<file path="src/rtl/thread_scheduler.sv">
// thread_scheduler: four-thread round-robin issue scheduler.
// Holds per-thread PCs and run state and presents one PC and thread ID
// per unstalled cycle to instruction fetch. The execute stage can
// redirect a thread's PC or halt a thread.
module thread_scheduler #(
   parameter int INSTMEM_LOG2_DEEP = 8
) (
   input  logic                         CLK,
   input  logic                         RST,
   input  logic [3:0]                   thread_en_i,
   input  logic                         stall_i,
   input  logic                         redirect_valid_i,
   input  logic [1:0]                   redirect_thread_i,
   input  logic [INSTMEM_LOG2_DEEP-1:0] redirect_pc_i,
   input  logic                         halt_valid_i,
   input  logic [1:0]                   halt_thread_i,
   output logic                         issue_valid_o,
   output logic [1:0]                   issue_thread_o,
   output logic [INSTMEM_LOG2_DEEP-1:0] issue_pc_o,
   output logic [3:0]                   running_o,
   output logic                         idle_o
);

   localparam int W = INSTMEM_LOG2_DEEP;
   localparam logic [W-1:0] PC_ONE = {{(W-1){1'b0}}, 1'b1};

   typedef enum logic [1:0] {
      ST_IDLE   = 2'd0,
      ST_RUN    = 2'd1,
      ST_HALTED = 2'd2
   } thr_state_e;

   thr_state_e     state_r     [4];
   thr_state_e     state_nxt_s [4];
   logic [W-1:0]   pc_r        [4];
   logic [W-1:0]   pc_nxt_s    [4];
   logic [1:0]     last_r;

   logic [3:0]     run_s;
   logic [3:0]     halt_hit_s;
   logic [3:0]     elig_s;
   logic [1:0]     cand_s;
   logic [1:0]     sel_s;
   logic           sel_valid_s;
   logic           issue_s;
   logic           redir_ok_s;
   logic           redir_sel_s;

   // Each thread starts in its own quarter of instruction memory.
   function automatic logic [W-1:0] start_pc(input logic [1:0] t);
      return {t, {(W-2){1'b0}}};
   endfunction

   // Decode run state and same-cycle halts into the eligible set.
   always_comb begin
      run_s      = 4'b0000;
      halt_hit_s = 4'b0000;
      for (int t = 0; t < 4; t++) begin
         run_s[t]      = (state_r[t] == ST_RUN);
         halt_hit_s[t] = halt_valid_i && (halt_thread_i == 2'(t));
      end
      elig_s = run_s & ~halt_hit_s;
   end

   // Round-robin pick: scan last+1 .. last+4 and take the first eligible.
   always_comb begin
      sel_valid_s = 1'b0;
      sel_s       = last_r;
      cand_s      = last_r;
      for (int k = 1; k <= 4; k++) begin
         cand_s = last_r + 2'(k);
         if (!sel_valid_s && elig_s[cand_s]) begin
            sel_valid_s = 1'b1;
            sel_s       = cand_s;
         end else begin
            // an earlier candidate already won; keep it
         end
      end
      issue_s     = !stall_i && sel_valid_s;
      redir_ok_s  = redirect_valid_i && elig_s[redirect_thread_i];
      redir_sel_s = redir_ok_s && issue_s && (redirect_thread_i == sel_s);
   end

   // Next thread state and next PC for every thread.
   always_comb begin
      for (int t = 0; t < 4; t++) begin
         state_nxt_s[t] = state_r[t];
         pc_nxt_s[t]    = pc_r[t];
         // a redirect that lands on the issuing thread is bypassed, so the
         // stored PC already points past the redirect target
         if (redir_ok_s && (redirect_thread_i == 2'(t))) begin
            pc_nxt_s[t] = redir_sel_s ? (redirect_pc_i + PC_ONE) : redirect_pc_i;
         end else if (issue_s && (sel_s == 2'(t))) begin
            pc_nxt_s[t] = pc_r[t] + PC_ONE;
         end else begin
            pc_nxt_s[t] = pc_r[t];
         end
         // dropping the enable always kills the thread, even over a halt
         case (state_r[t])
            ST_IDLE: begin
               if (thread_en_i[t]) begin
                  state_nxt_s[t] = ST_RUN;
                  pc_nxt_s[t]    = start_pc(2'(t));
               end else begin
                  state_nxt_s[t] = ST_IDLE;
               end
            end
            ST_RUN: begin
               if (!thread_en_i[t]) begin
                  state_nxt_s[t] = ST_IDLE;
               end else if (halt_hit_s[t]) begin
                  state_nxt_s[t] = ST_HALTED;
               end else begin
                  state_nxt_s[t] = ST_RUN;
               end
            end
            ST_HALTED: begin
               if (!thread_en_i[t]) begin
                  state_nxt_s[t] = ST_IDLE;
               end else begin
                  state_nxt_s[t] = ST_HALTED;
               end
            end
            default: begin
               state_nxt_s[t] = ST_IDLE;
            end
         endcase
      end
   end

   // Thread state and PC registers.
   always_ff @(posedge CLK) begin
      if (RST) begin
         for (int t = 0; t < 4; t++) begin
            state_r[t] <= ST_IDLE;
            pc_r[t]    <= start_pc(2'(t));
         end
      end else begin
         for (int t = 0; t < 4; t++) begin
            state_r[t] <= state_nxt_s[t];
            pc_r[t]    <= pc_nxt_s[t];
         end
      end
   end

   // Issue slot and round-robin pointer.
   always_ff @(posedge CLK) begin
      if (RST) begin
         issue_valid_o  <= 1'b0;
         issue_thread_o <= 2'd0;
         issue_pc_o     <= {W{1'b0}};
         last_r         <= 2'd3;
      end else if (issue_s) begin
         issue_valid_o  <= 1'b1;
         issue_thread_o <= sel_s;
         issue_pc_o     <= redir_sel_s ? redirect_pc_i : pc_r[sel_s];
         last_r         <= sel_s;
      end else if (!stall_i) begin
         issue_valid_o  <= 1'b0;
      end else begin
         issue_valid_o  <= issue_valid_o;
      end
   end

   // Run status straight from the state registers.
   always_comb begin
      running_o = run_s;
      idle_o    = ~|run_s;
   end

endmodule

</file>
<file path="config.mk">
export PLATFORM = sky130hd
export DESIGN_NAME = thread_scheduler
export DESIGN_NICKNAME = d
export VERILOG_FILES = /design/src/rtl/thread_scheduler.sv
export SDC_FILE = /design/constraint.sdc
export NUM_CORES = 1
export LEC_CHECK = 0
export BUFFER_PORTS_ARGS = -buffer_cell sky130_fd_sc_hd__clkbuf_2
export CORE_MARGIN = 1.5
export CORE_UTILIZATION = 55
export DETAILED_ROUTE_END_ITERATION = 10
export GPL_TIMING_DRIVEN = 0
export PLACE_DENSITY = 0.87
export SLEW_MARGIN = 20
export SYNTH_ARGS = -nofsm -noshare
export SYNTH_HDL_FRONTEND = slang
export SYNTH_SLANG_ARGS = --single-unit
</file>
<file path="constraint.sdc">
create_clock -name CLK -period 2.8 [get_ports CLK]
set_input_delay 0.42 -clock CLK [delete_from_list [all_inputs] [get_ports CLK]]
set_output_delay 0.42 -clock CLK [all_outputs]
set_load 0.01 [all_outputs]
</file>
# Yosys cells after proc, flatten, opt, wreduce, memory -nomap -nowiden
# Memories as Yosys holds them, arrays and structs flattened.
# Index checks and enable logic that the tools add are counted.
# totals
reg_bits	13
latchBits	0
ram_bits	40
romBits	0
in_bits	21
out_inout_bits	16
wordCells	149
n_memories	2
# op_classes
addsub	8
multipliers	0
div	0
magnitude_cmp	5
n_eq_ne	19
shift	0
n_mux	69
bitwise	10
reduce_logical	32
# mem_list
name	words	width	read_ports	rd_clocked_by_memory_dff	write_ports	line	rtl
pc_r	4	8	5	0	4	35	logic [W-1:0] pc_r [4];
state_r	4	2	4	0	4	33	thr_state_e state_r [4];
# op_table
operator	n
2-to-1 mux 8 bit	22
adder 8 x 1 -> 8 bit (second input constant)	5
2-to-1 mux 2 bit	20
one-hot mux 2 bit (3 select lines)	4
equality test 2 bit (second input constant)	10
logical AND 1 bit	19
2-to-1 mux 1 bit	18
< comparator 2 x 3 -> 1 bit (second input constant)	5
equality test 2 x 1 -> 1 bit (second input constant)	7
logical NOT 2 bit	7
binary-select mux 1 bit (select 2 bit)	5
OR 1 bit	8
logical NOT 1 bit	5
adder 2 bit (second input constant)	2
AND 4 bit	1
NOT 4 bit	1
OR reduction 4 bit	1
adder 2 x 1 -> 2 bit (second input constant)	1
equality test 2 bit	1
!= test 2 x 1 -> 1 bit (second input constant)	1

# Longest topological paths before layout
# Gate-level depths: netlist of run 1.
# depth
ltp_word	24
depth_mapped	10

# Least setup slack after synthesis of run 1
# No wires, ideal clock.
# synth_path
path_type	input port to flip-flop
startpoint	in redirect_thread_i[0]
endpoint	mem pc_r[0][7] (netlist name)
setup_time_ps	86
arrival_ps	2430
t_required_ps	2714
path_slack_ps	285
stages	10
path_cell_list	buf_2 -> or3b_1 -> o221ai_1 -> o211a_1 -> buf_4 -> nand3_1 -> a2111oi_1 -> xor2_1 -> nor2_1 -> a211oi_1
# synth_lines
item	line	rtl
start, declared	13	input logic [1:0] redirect_thread_i,
end, declared	35	

==> results by group, run 1 <==
Outcome
  – Status: complete, no violations

Floorplanning
  – # rows: 28
  – Die ar.: 6716 um^2
  – Die Span Y: 81.95 um
  – Core area: 5956 um^2
  – Die extent in x: 81.95 um
  – Io pins: 37
  – Starting Density: 57.56%

Pwr
  – P per Cell Area: 458.4 nW/um^2
  – Final Total Pwr: 1831 uW
  – Leakage: ~0.0016 uW
  – Max VDD drop: 291.7 uV

Place
  – Pre-CTS setup slack: -0.4148 ns
  – PortBufs: 34
  – DP Area: 3692 um^2
  – GPL Wtd Cong: approximately 1.0
  – Hpwl dp: slightly above 7000 um

Clock network
  – Clk sinks: 53
  – CTS tree: yes
  – Clock transition at the registers of the reported paths: approximately 0.10 ns
  – Htree depth: 2
  – Clock Latency Late Sink: 0.31 ns
  – Deepest clock path buffer count: 2
  – Hold_buf cts: 0
  – CTS buffer count: 5
  – Root Driver: clkbuf_8

Yosys
  – Synth Cell Area: 3428 um^2
  – Synth Flop Type: dfxtp_1
  – Post-synth EDFFs: 0
  – Async set-reset flop share out of synthesis: 0%
  – Sequential share of the synthesized area: 30.95%
  – Synth cell types: 66
  – Ys Warns: 0
  – Mapped Nets: 440
  – Syn Area/Cell: 8.281 um^2
  – Flops & latches, synth: 53
  – Post-synthesis cell count: 414

Global route
  – GRT busiest layer: met2
  – Vias in the first global route: 3100
  – Met1 Use GR: about two fifths
  – Initial antenna violation count: 0
  – First-pass GRT wire length: around 16000 um
  – Grt total ovfl: 0
  – Largest net degree at the start of global routing: 16
  – Met2 Track Usage GR: 49.43%
  – Met3 Track Usage GR: ~8.7%
  – Total global-route track usage: 31.30%

Worst setup path
  – Required time of the worst setup path: 2.96 ns
  – R2R Setup Slk: 0.04 ns
  – Worst-path fanout max: 6
  – Critical Setup Path Class: flop to flop
  – Critical path destination: pc_r[0][4]$_SDFF_PP0_
  – CP endpoint kind: flop
  – Arrival @ worst endpoint: about 3 ns
  – CP startpoint: state_r[3][1]$_SDFF_PP0_
  – RR Endpoint: pc_r[0][4]$_SDFF_PP0_
  – Worst r2r src: state_r[3][1]$_SDFF_PP0_
  – Critical Path Source Type: flop
  – Worst Reg-to-Reg Cells: 9

Detailed routing
  – DR iter-0 viols: 531
  – Vias post-DR: roughly 3600
  – Routed WL: ~11000 um
  – DR DRC count: 0
  – Drt first pass iters: 5
  – Vias per cell: just under 7
  – Antenna-violating nets left: 0
  – Routed len/inst: roughly 20 um

STA
  – Final setup viols: 0
  – Fin. max-slew vios: 0
  – Final setup margin: between 0.03 and 0.04 ns
  – Max Freq: 361.9 MHz
  – Final hold vios: 0
  – Minimum clock period: about 2.8 ns
  – Hold Slack: 0.3493 ns
  – Worst Tran Pin Value: approximately 1.0 ns
  – Slew headroom: 30.12%
  – Setup_tns: 0 ns
  – Final period utilization: 98.68%
  – Clk_skew: 0.007372 ns

Layout
  – Layout cells sized above 1: 19.96%
  – Fillers: 444
  – Multi-input combinational cell area: around 2400 um^2
  – Register Area: between 1000 and 1500 um^2
  – Cell area after layout: 3995 um^2
  – ANT cells: 0
  – Layout area overhead: 16.53%
  – Nets: 486

Flow run
  – MaxCap Viol Count: 0

Worst hold path
  – Worst min path class: input pin to flop
[cell usage in the layout (no fill, tap or decap), types with 3 or more instances in the layout]
| cell | Yosys | routed |
|---|---|---|
| nor3_1 | 10 | 10 |
| nand4_1 | 10 | 10 |
| clkbuf_2 | 0 | 37 |
| clkbuf_8 | 0 | 6 |
| clkbuf_1 | 9 | 7 |
| xor2_1 | 17 | 14 |
| nor2_1 | 40 | 38 |
| buf_1 | 3 | 3 |
| nand3b_1 | 4 | 4 |
| and3b_1 | 3 | 3 |
| a2111oi_2 | 2 | 3 |
| inv_1 | 7 | 6 |
| buf_4 | 2 | 7 |
| nand3_1 | 21 | 21 |
| o21a_1 | 3 | 3 |
| nor4_1 | 6 | 6 |
| a21oi_1 | 21 | 20 |
| buf_2 | 5 | 5 |
| mux2i_1 | 27 | 26 |
| and3_1 | 15 | 15 |
| nor2b_1 | 5 | 4 |
| ha_1 | 5 | 5 |
| xnor2_1 | 15 | 13 |
| a211oi_1 | 26 | 26 |
| dfxtp_1 | 53 | 53 |
| nand2_1 | 40 | 40 |
| o21ai_0 | 11 | 11 |
[worst max-delay path, cell delays in order, from the launching register on]
cell	delay [ns]
dfxtp_1	0.42
and2b_2	0.31
a2111oi_2	0.36
o21bai_4	0.23
nor3_2	0.14
a2111oi_4	0.30
buf_4	0.21
nand2_1	0.16
xor2_4	0.36
a211oi_1	0.12
[routing by layer]
layer / vias to the layer above / share of wire (%)
li1: 1619 / -
met1: 1645 / 39
met2: 286 / 44
met3: 73 / 12
met4: 0 / 5.1
met5: - / 0
[synth_stat cells (7+ instances only)]
cell	count	area share (%)
nand4_1	10	1.8
dfxtp_1	53	31
and3_1	15	2.7
clkbuf_1	9	0.99
nor3_1	10	1.5
a21oi_1	21	3.1
nor2_1	40	4.4
nand2_1	40	4.4
xnor2_1	15	3.8
xor2_1	17	4.3
o21ai_0	11	1.6
a211oi_1	26	5.7
mux2i_1	27	7.9
nand3_1	21	3.1
inv_1	7	0.77
[kinds of logic after synthesis]
| kind of cell | Yosys count | synth area share, % |
|---|---|---|
| adder cells (fa/ha/maj) | 5 | 1.825 |
| buffers and inverters | 27 | 3.357 |
| XOR/XNOR | 32 | 8.175 |
| AO/OA/AOI/OAI | 97 | 21.64 |
| multiplexers | 29 | 8.540 |
| flip-flops | 53 | 30.95 |
| AND/OR/NAND/NOR | 171 | 25.51 |
[power by group]
| group | internal [uW] | total (uW) | leakage [uW] | switching [uW] |
|---|---|---|---|---|
| combinational | 158 | 466 | 0.00110 | 308 |
| sequential | 785 | 812 | 0.000432 | 27.7 |
| clock | 292 | 553 | 0.0000585 | 261 |
[state kept, by name (all words and copies together) (netlist names)]
register and cells:
last_r 2, issue_valid_o 1, issue_pc_o 8, state_r 8, pc_r 32, issue_thread_o 2
[how the worst min path moves through the flow]
stage | startpoint | to | slack (ns) | cells after the start
floorplan | state_r[2][1]$_SDFF_PP0_ | state_r[2][0]$_SDFF_PP0_ | 0.44 | 1
global placement | issue_valid_o$_SDFFE_PP0P_ | issue_valid_o$_SDFFE_PP0P_ | 0.44 | 2
detailed placement | issue_valid_o$_SDFFE_PP0P_ | issue_valid_o$_SDFFE_PP0P_ | 0.47 | 2
CTS | thread_en_i[1] | state_r[1][1]$_SDFF_PP0_ | 0.35 | 3
global route | thread_en_i[1] | state_r[1][1]$_SDFF_PP0_ | 0.37 | 3
finish | thread_en_i[1] | state_r[1][1]$_SDFF_PP0_ | 0.35 | 3
[per-stage QoR]
stage               utilization [%]  std cells
floorplan                         -        414
global placement              62.00        523
detailed placement            62.00        523
CTS                           65.00        533
global route                  67.08        536
finish                        67.08        536
[repair_timing]
item / 4_1_cts / 5_1_grt
endpoints found under the setup margin: 22 / 43
pin swaps: 3 / 3
gates resized for setup: 8 / 26
setup buffers: 2 / 3
[cell type report]
cell class | count | area share, %
tap | 75 | 2.349
clock inverter | 1 | 0.7516
multi-input combinational | 334 | 60.01
timing repair buffer | 39 | 5.199
sequential | 53 | 26.56
clock buffer | 7 | 2.161
buffer | 19 | 2.224
inverter | 8 | 0.7516
(Power assumes the default switching activity.)
==> inputs of run 2 (changes only) <==
CORE_UTILIZATION = 59   (was 55)
PLACE_DENSITY = 0.92   (was 0.87)
==> run 2 against run 1 <==
The run now ends with setup timing left; first-iteration DRC count grew 4.3%; critical path type unchanged; final cell count is 0.93% lower; critical endpoint is now pc_r[3][5]$_SDFF_PP0_; total power is 6.3% lower; critical path depth unchanged; via count rose by 0.47%; worst hold slack improved by 0.013 ns; largest cell class unchanged; flip-flop and latch count is the same; cell area shrank 1.5%.
==> results by group, run 2 (synthesis results as in run 1) <==
Worst hold path
  – Worst min path class: input pin to flop

Detailed routing
  – Routed WL: 10650 um (-0.76%)
  – Drt first pass iters: 6 (+1)
  – Antenna-violating nets left: 0 (unchanged)
  – Vias per cell: 6.855 (+1.4%)
  – DR DRC count: 0 (unchanged)
  – Routed len/inst: 20.05 um (+0.17%)
  – DR iter-0 viols: 554 (+4.3%)
  – Vias post-DR: 3640 (+0.47%)

Clock network
  – CTS tree: yes
  – Clk sinks: 53 (unchanged)
  – Root Driver: clkbuf_8
  – Clock Latency Late Sink: 0.32 ns (about the same)
  – Deepest clock path buffer count: 2 (unchanged)
  – Clock transition at the registers of the reported paths: 0.10 ns (about the same)
  – CTS buffer count: 5 (unchanged)
  – Htree depth: 2 (unchanged)

Global route
  – Largest net degree at the start of global routing: 17 (+1)
  – Initial antenna violation count: 0 (unchanged)
  – Grt total ovfl: 0 (unchanged)
  – First-pass GRT wire length: 15880 um (+1.4%)
  – Vias in the first global route: 3189 (+2.9%)
  – Total global-route track usage: 32.84% (+1.5 points)

Worst setup path
  – Required time of the worst setup path: 3.03 ns (+0.07 ns)
  – CP cell instances: nand2b_1, inv_1, nand2_1, a32oi_2, nand3_2, a2111oi_1, xnor2_2, and2_1, a211oi_2
  – Worst path slowest cell: a2111oi_1
  – Critical Setup Path Class: flop to flop
  – Top cell family by delay on the critical path: compound AO/OA/AOI/OAI gates
  – Arrival @ worst endpoint: 3.09 ns (+0.17 ns)
  – Crit-path max cell delay: 0.65 ns (+0.23 ns)
  – Worst-path fanout max: 5 (-1)
  – Critical Path Source Type: flop
  – Worst path bufs/invs: 1 (unchanged)
  – CP endpoint kind: flop

Layout
  – Layout cells sized above 1: 19.83% (-0.13 points)
  – Cell area after layout: 3936 um^2 (-1.5%)
  – Finished Layout Cells: 531 (-0.93%)
  – Nets: 484 (-0.41%)
  – Commonest non-fill, non-tap cells in the layout: dfxtp_1, nand2_1, nor2_1, clkbuf_2
  – Top flop regs: pc_r (32), issue_pc_o (8), state_r (8)
  – Layout area overhead: 14.82%
  – Largest register FFs: 32 (unchanged)
  – ANT cells: 0 (unchanged)
  – Most common cell after layout, fill and taps aside: dfxtp_1
  – Biggest register: pc_r
  – Fillers: 409 (-7.9%)

Place
  – DP Area: 3689 um^2 (-0.10%)
  – GPL Wtd Cong: 1.027 (-0.17%)
  – PortBufs: 34 (unchanged)
  – DP Cell Count: 520 (-0.57%)
  – Hpwl dp: 7287 um (+1.6%)

Outcome
  – Status: finished with violations
  – Failing checks: setup timing

Floorplanning
  – Die ar.: 6277 um^2 (-6.5%)
  – # rows: 27 (-3.6%)
  – Die extent in x: 79.23 um (-3.3%)
  – Starting Density: 61.88% (+4.3 points)
  – Core area: 5540 um^2 (-7.0%)
  – Die Span Y: 79.23 um (-3.3%)
  – Io pins: 37 (unchanged)

STA
  – Slew headroom: 47.60% (+17 points)
  – Fin. max-slew vios: 0 (unchanged)
  – Minimum clock period: 2.865 ns (+0.1023 ns)
  – Final setup margin: -0.06537 ns (-0.1023 ns)
  – RSZ-0062 raised after global routing: true
  – Final setup viols: 7 (+7)
  – Worst Tran Pin Value: 0.7813 ns (-0.2580 ns)
  – Final period utilization: 102.3% (+3.7 points)
  – Final hold vios: 0 (unchanged)
  – Max Freq: 349.0 MHz (-3.6%)
  – Clk_skew: 0.01552 ns (+0.008149 ns)

Pwr
  – Leakage: 0.001563 uW (-1.5%)
  – P per Cell Area: 436.1 nW/um^2 (-4.9%)
  – Final Total Pwr: 1716 uW (-6.3%)
  – Max VDD drop: 211.8 uV (-27%)

Flow run
  – MaxCap Viol Count: 0 (unchanged)
-- run 2: cell types whose count changed in the layout (fill, tap and decap cells not counted), sizes merged --
cell | before | now
buf | 15 | 12
bufinv | 1 | 0
clkinv | 1 | 2
inv | 7 | 8
-- run 2: layout make-up --
| cell class | instances | area (um^2) | area share [%] |
|---|---|---|---|
| clock buffer | 6 | 72.57 | 1.844 |
| inverter | 8 | 30.03 | 0.7629 |
| clock inverter | 2 | 13.76 | 0.3496 |
| sequential | 53 | 1061 | 26.95 |
| multi-input combinational | 334 | 2386 | 60.62 |
| tap | 72 | 90.09 | 2.289 |
| timing repair buffer | 37 | 192.7 | 4.895 |
| buffer | 19 | 90.09 | 2.289 |
-- run 2: metal layers --
layer  vias to the layer above  GRT usage (%)  part of all wire, %
met3                        58          5.747                   11
li1                       1617              -                    -
met1                      1679          44.19                   39
met5                         -              0                    0
met4                         0          14.74                  5.2
met2                       286          51.20                   45
-- run 2: report_power, final --
group | switching, uW | internal, uW | leakage, uW
Sequential | 28.8 | 785 | 0.000432
Combinational | 302 | 153 | 0.00109
Clock | 268 | 179 | 0.0000456
-- run 2: worst reg2reg max path, delay by kind of cell (launching register included) --
family | cells | cell delay (ns)
simple gates | 4 | 0.77
compound gates | 3 | 1.16
xor+xnor | 1 | 0.26
buf+inv | 1 | 0.23
flops | 1 | 0.36
-- run 2: metrics by stage --
step / utilization (%) / setup slack [ns] / setup TNS (ns) / hold WS (ns)
5_1_grt: 71.05 / -0.2262 / -1.769 / 0.3759
3_3_place_gp: 66.58 / -0.2747 / -4.306 / 0.4435
2_1_floorplan: - / 0.2846 / 0 / 0.4437
3_5_place_dp: 66.58 / -0.3747 / -6.737 / 0.4566
6_report: 71.05 / -0.06537 / -0.2073 / 0.3621
4_1_cts: 68.56 / 0.02077 / 0 / 0.3592
-- run 2: what timing repair did --
action                     in CTS  in global routing
setup endpoints to repair      23                 42
resized for setup               6                 22
buffers inserted                0                  3
pin swaps                       0                  2
gates cloned                    0                  0
hold buffers                    0                  0
-- run 2: worst paths after layout --
path / end / cells past startpoint / startpoint / slack (ns)
worst min register to register: issue_thread_o[1]$_SDFFE_PP0P_ / 2 / issue_thread_o[1]$_SDFFE_PP0P_ / 0.47
worst min-delay path: state_r[1][1]$_SDFF_PP0_ / 3 / thread_en_i[1] / 0.36
worst max-delay path: pc_r[3][5]$_SDFF_PP0_ / 9 / state_r[0][1]$_SDFF_PP0_ / -0.07
worst max register to register: pc_r[3][5]$_SDFF_PP0_ / 9 / state_r[0][1]$_SDFF_PP0_ / -0.07
